**config.mk**
```make
export PLATFORM = sky130hd
export DESIGN_NAME = imem_loader
export DESIGN_NICKNAME = d
export VERILOG_FILES = /design/src/rtl/imem_loader.sv
export SDC_FILE = /design/constraint.sdc
export NUM_CORES = 1
export LEC_CHECK = 0
export ABC_AREA = 0
export CAP_MARGIN = 20
export CORE_ASPECT_RATIO = 1.25
export CORE_MARGIN = 10
export CORE_UTILIZATION = 23
export CTS_CLUSTER_SIZE = 30
export DETAILED_ROUTE_END_ITERATION = 12
export HOLD_SLACK_MARGIN = 0.03
export PLACE_DENSITY = 0.51
export SYNTH_ARGS = -nofsm -noshare
export SYNTH_HDL_FRONTEND = slang
export SYNTH_SLANG_ARGS = --single-unit
```
**constraint.sdc**
```tcl
create_clock -name clk -period 4.22 [get_ports clk]
set_clock_uncertainty 0.15 [all_clocks]
set_input_delay 0.844 -clock clk [delete_from_list [all_inputs] [get_ports clk]]
set_output_delay 0.844 -clock clk [all_outputs]
set_load 0.02 [all_outputs]
```
**src/rtl/imem_loader.sv**
```systemverilog
// imem_loader
//   Fills the instruction memory from a byte stream before the CPU runs.
//   A 4-byte little-endian word count N is read first, then N little-endian
//   32-bit words are written to byte addresses 0, 4, 8, ... Words whose index
//   is SIZE or more are consumed but not written. The CPU is held in reset
//   until the load completes.
//
// Ports
//   clk       system clock, rising edge
//   reset_n   synchronous active-low reset
//   start     one-cycle load request, honoured in IDLE or DONE
//   rx_valid  byte source valid
//   rx_data   byte from the source
//   rx_ready  loader accepts a byte (HDR or DATA)
//   mem_we    one-cycle write pulse per stored word
//   mem_addr  byte address of the write (multiple of 4)
//   mem_data  instruction word being written
//   busy      high while reading header or data
//   done      high once loading finished
//   error     header count exceeded SIZE (sticky until next start/reset)
//   cpu_hold  keeps the CPU in reset, low only in DONE
module imem_loader #(
  parameter int SIZE = 64
) (
  input  logic        clk,
  input  logic        reset_n,
  input  logic        start,
  input  logic        rx_valid,
  input  logic [7:0]  rx_data,
  output logic        rx_ready,
  output logic        mem_we,
  output logic [31:0] mem_addr,
  output logic [31:0] mem_data,
  output logic        busy,
  output logic        done,
  output logic        error,
  output logic        cpu_hold
);

  typedef enum logic [1:0] {S_IDLE, S_HDR, S_DATA, S_DONE} state_t;

  localparam logic [31:0] SIZE_W = 32'(SIZE);

  state_t      state_q, state_d;
  logic [1:0]  bcnt_q, bcnt_d;
  logic [31:0] wcnt_q, wcnt_d;
  logic [31:0] n_q, n_d;
  logic [31:0] shift_q, shift_d;
  logic        mem_we_q, mem_we_d;
  logic [31:0] mem_addr_q, mem_addr_d;
  logic [31:0] mem_data_q, mem_data_d;
  logic        error_q, error_d;

  logic        accept;
  logic [31:0] assembled;

  assign accept    = rx_valid & rx_ready;
  // New bytes enter at the top so the first byte ends up in bits [7:0].
  assign assembled = {rx_data, shift_q[31:8]};

  always_comb begin
    state_d    = state_q;
    bcnt_d     = bcnt_q;
    wcnt_d     = wcnt_q;
    n_d        = n_q;
    shift_d    = shift_q;
    mem_we_d   = 1'b0;
    mem_addr_d = mem_addr_q;
    mem_data_d = mem_data_q;
    error_d    = error_q;
    case (state_q)
      S_IDLE, S_DONE: begin
        if (start) begin
          state_d = S_HDR;
          bcnt_d  = 2'd0;
          wcnt_d  = 32'd0;
          error_d = 1'b0;
        end
      end
      S_HDR: begin
        if (accept) begin
          shift_d = assembled;
          bcnt_d  = bcnt_q + 2'd1;
          if (bcnt_q == 2'd3) begin
            n_d     = assembled;
            error_d = (assembled > SIZE_W);
            state_d = (assembled == 32'd0) ? S_DONE : S_DATA;
          end
        end
      end
      S_DATA: begin
        if (accept) begin
          shift_d = assembled;
          bcnt_d  = bcnt_q + 2'd1;
          if (bcnt_q == 2'd3) begin
            // Words past the memory depth are drained but never written.
            if (wcnt_q < SIZE_W) begin
              mem_we_d   = 1'b1;
              mem_addr_d = {wcnt_q[29:0], 2'b00};
              mem_data_d = assembled;
            end
            wcnt_d = wcnt_q + 32'd1;
            if (wcnt_q == n_q - 32'd1) begin
              state_d = S_DONE;
            end
          end
        end
      end
      default: state_d = S_IDLE;
    endcase
  end

  always_ff @(posedge clk) begin
    if (!reset_n) begin
      state_q    <= S_IDLE;
      bcnt_q     <= 2'd0;
      wcnt_q     <= 32'd0;
      mem_we_q   <= 1'b0;
      mem_addr_q <= 32'd0;
      mem_data_q <= 32'd0;
      error_q    <= 1'b0;
    end else begin
      state_q    <= state_d;
      bcnt_q     <= bcnt_d;
      wcnt_q     <= wcnt_d;
      mem_we_q   <= mem_we_d;
      mem_addr_q <= mem_addr_d;
      mem_data_q <= mem_data_d;
      error_q    <= error_d;
    end
  end

  // Assembly registers are always fully rewritten before use.
  always_ff @(posedge clk) begin
    n_q     <= n_d;
    shift_q <= shift_d;
  end

  assign rx_ready = (state_q == S_HDR) || (state_q == S_DATA);
  assign busy     = rx_ready;
  assign done     = (state_q == S_DONE);
  assign cpu_hold = (state_q != S_DONE);
  assign mem_we   = mem_we_q;
  assign mem_addr = mem_addr_q;
  assign mem_data = mem_data_q;
  assign error    = error_q;

endmodule

```
==> out/results.tsv <==
metric	value	unit
clock-root-buffer	clkbuf_16	
cts.sinks	156	
power.share.combinational	9.8	%
num_antenna_cells	0	
ys.flop_type	dfxtp_1	
grt_use_total	9.33	%
ys_types	64	
clkTransAtPathRegs	70	ps
cp_data_required_time	4420	ps
p_per_area	416	mW/mm^2
max_freq	302	MHz
arrival	3510	ps
grt_pass1_vias	4655	
stdcell_count	1132	
antenna_found_initial	0	
synth_top_family_by_area	simple AND/OR/NAND/NOR gates	
remaining_drc_errors	0	
maxCapViolCount	0	
slew_headroom	51.8	%
dpl_cell_area	0.00813	mm^2
wl_per_cell	15.3	um
setup_viol	0	
syn_inst	645	
max_stage_delay	510	ps
hold_violations	0	
yosys_warnings	0	
htreeDepth	4	
drive_above_1_share	8.62	%
viasPerCell	4.19	
dp_hpwl	12700	um
timing.final.ws_setup	906	ps
multi_input_area	0.00306	mm^2
period_needed	3310	ps
die_w	175	um
switching_share	27.5	%
fillers	3101	
p_switching	0.997	mW
finalCritPeriodShare	78.5	%
synth_area	0.00695	mm^2
crit_slowest_cell	or4_1	
fin_hold_ws	307	ps
gp_congestion	0.829	
cts_made_buffers	17	
vdd_drop_max	0.248	mV
finalWirelength	17300	um
timing.reg2reg.setup_slack	910	ps
final_max_slew_viol_count	0	
min-delay-path-class	flop to flop	
synth_mux_area_share	7.09	%
synth-edff-count	56	
dp_slack	580	ps
start_util	23.2	%
die_h	214	um
power.internal	2.63	mW
p_leak	2.75	nW
io_buffers	79	
async_reset_ff_share	0	%
final_common_cell	dfxtp_1	
vias	4743	
yosys.area_share.adder	1.08	%
holdBufCountCts	0	
fin_util	29.1	%
seqCellArea	0.00368	mm^2
grt_max_degree	40	
fin_tns_setup	0	ps
rsz0062_at_grt	no	
stdcell_area	0.00871	mm^2
status	completed	
synth_area_per_cell	10.8	um^2
critical_path.cell_chain	inv_1 > ha_1 > nor3b_1 > nand4_2 > or4_1 > nand3_1 > o311ai_4 > a221oi_2 > a21oi_2 > a221oi_2	
grt_overflow	0	
core	0.0299	mm^2
synth_compound_area_share	6.25	%
dp.cells	1100	
cts_tree	done	
grt_pass1_wl	27300	um
first_pass_iters	4	
dieArea	0.0376	mm^2
tightest_slew	724	ps
clk_latency	430	ps
cts_max_path_buffers	2	
crit_top_cell	a221oi_2	
ys_seq_elements	156	
ant_nets	0	
drtIter0Drc	286	
clock_power_share	41.8	%
num_rows	71	
path_max_fanout	12	
syn_to_final_growth	25.4	%
post_cts_buffers	0	
nets	736	
power	3.62	mW
most-common-layout-cells	100 x dfxtp_1, 79 x clkdlybuf4s50_1, 64 x nor2_1	
seqPwrFrac	48.3	%
synth_xor_area_share	7.56	%
synthSimpleGateAreaFrac	21.7	%
seq_area_frac_synth	53.0	%
cp-end-kind	flop	
ioPinCount	82	
cts-resized-gates	0	
cp-start-kind	flop	
critical_path_class	flop to flop	
[layout make-up]
type,count,share of cell area [%]
inverters,12,0.517
well taps,401,5.76
multi-input cells,445,35.1
clock buffers,17,4.88
clock inverters,15,1.75
repair buffers,86,9.72
flip-flops and latches,156,42.3
[state kept, by name, summed over array words and instances, names as in the netlist]
| signal | count |
|---|---|
| mem_addr | 30 |
| shift_q | 24 |
| state_q | 2 |
| error | 1 |
| mem_data | 32 |
| mem_we | 1 |
| n_q | 32 |
| wcnt_q | 32 |
| bcnt_q | 2 |
[power by group through the flow]
stage | Sequential (mW) | Clock (mW) | Combinational [mW]
after global routing | 1.76 | 1.64 | 0.396
after global placement | 1.79 | 0 | 0.364
after detailed placement | 1.79 | 0 | 0.362
after CTS | 1.75 | 1.58 | 0.364
after floorplan | 1.75 | 0 | 0.268
final | 1.75 | 1.52 | 0.356
[Yosys cell counts (3+ instances only)]
cell,number,area (um^2)
nand2b_1,3,18.8
a311oi_1,3,26.3
xnor2_1,29,254
and4_1,6,52.6
nor3_1,15,75.1
a211oi_1,5,37.5
a21oi_1,13,65.1
or3_1,10,62.6
or4_1,6,45.0
mux2i_1,47,470
nor2_1,64,240
clkbuf_1,23,86.3
nand3_1,14,70.1
ha_1,6,75.1
xor2_1,31,272
edfxtp_1,56,1680
buf_4,3,22.5
and2_1,27,169
nor4_1,16,100
nand4_1,14,87.6
nor2b_1,37,231
and3_1,8,50.1
inv_1,12,45.0
nand2_1,31,116
o21ai_0,15,75.1
dfxtp_1,100,2000
buf_6,3,33.8
[worst paths after layout]
path                startpoint           end  cells after the start
setup / recovery        n_q[0]    state_q[0]                     10
hold / removal    mem_addr[19]  mem_addr[19]                      1
setup reg to reg        n_q[0]    state_q[0]                     10
hold reg to reg   mem_addr[19]  mem_addr[19]                      1
[kinds of logic (layout without fill, tap and decap cells)]
group	count (synthesis)	count (layout)
xor+xnor	60	60
flops	156	156
simple gates	270	270
fa+ha+maj	6	6
other cells	1	2
mux	49	49
compound gates	58	58
buf+inv	45	130
[routing by layer]
layer	wire [um]	up-vias	global-route usage (%)	share of wire [%]
li1	-	2434	-	-
met4	267	0	3.91	1.5
met3	546	12	2.41	3.2
met5	0	-	0	0
met1	7690	2235	11.1	45
met2	8770	62	15.6	51
[critical path: cells and delay by family (launching register included)]
| family | cells | cell delay, ps |
|---|---|---|
| flops | 1 | 470 |
| buf+inv | 1 | 90 |
| simple gates | 4 | 1410 |
| compound gates | 4 | 900 |
| fa+ha+maj | 1 | 200 |
Note: power is estimated with default switching activity, not from simulation.
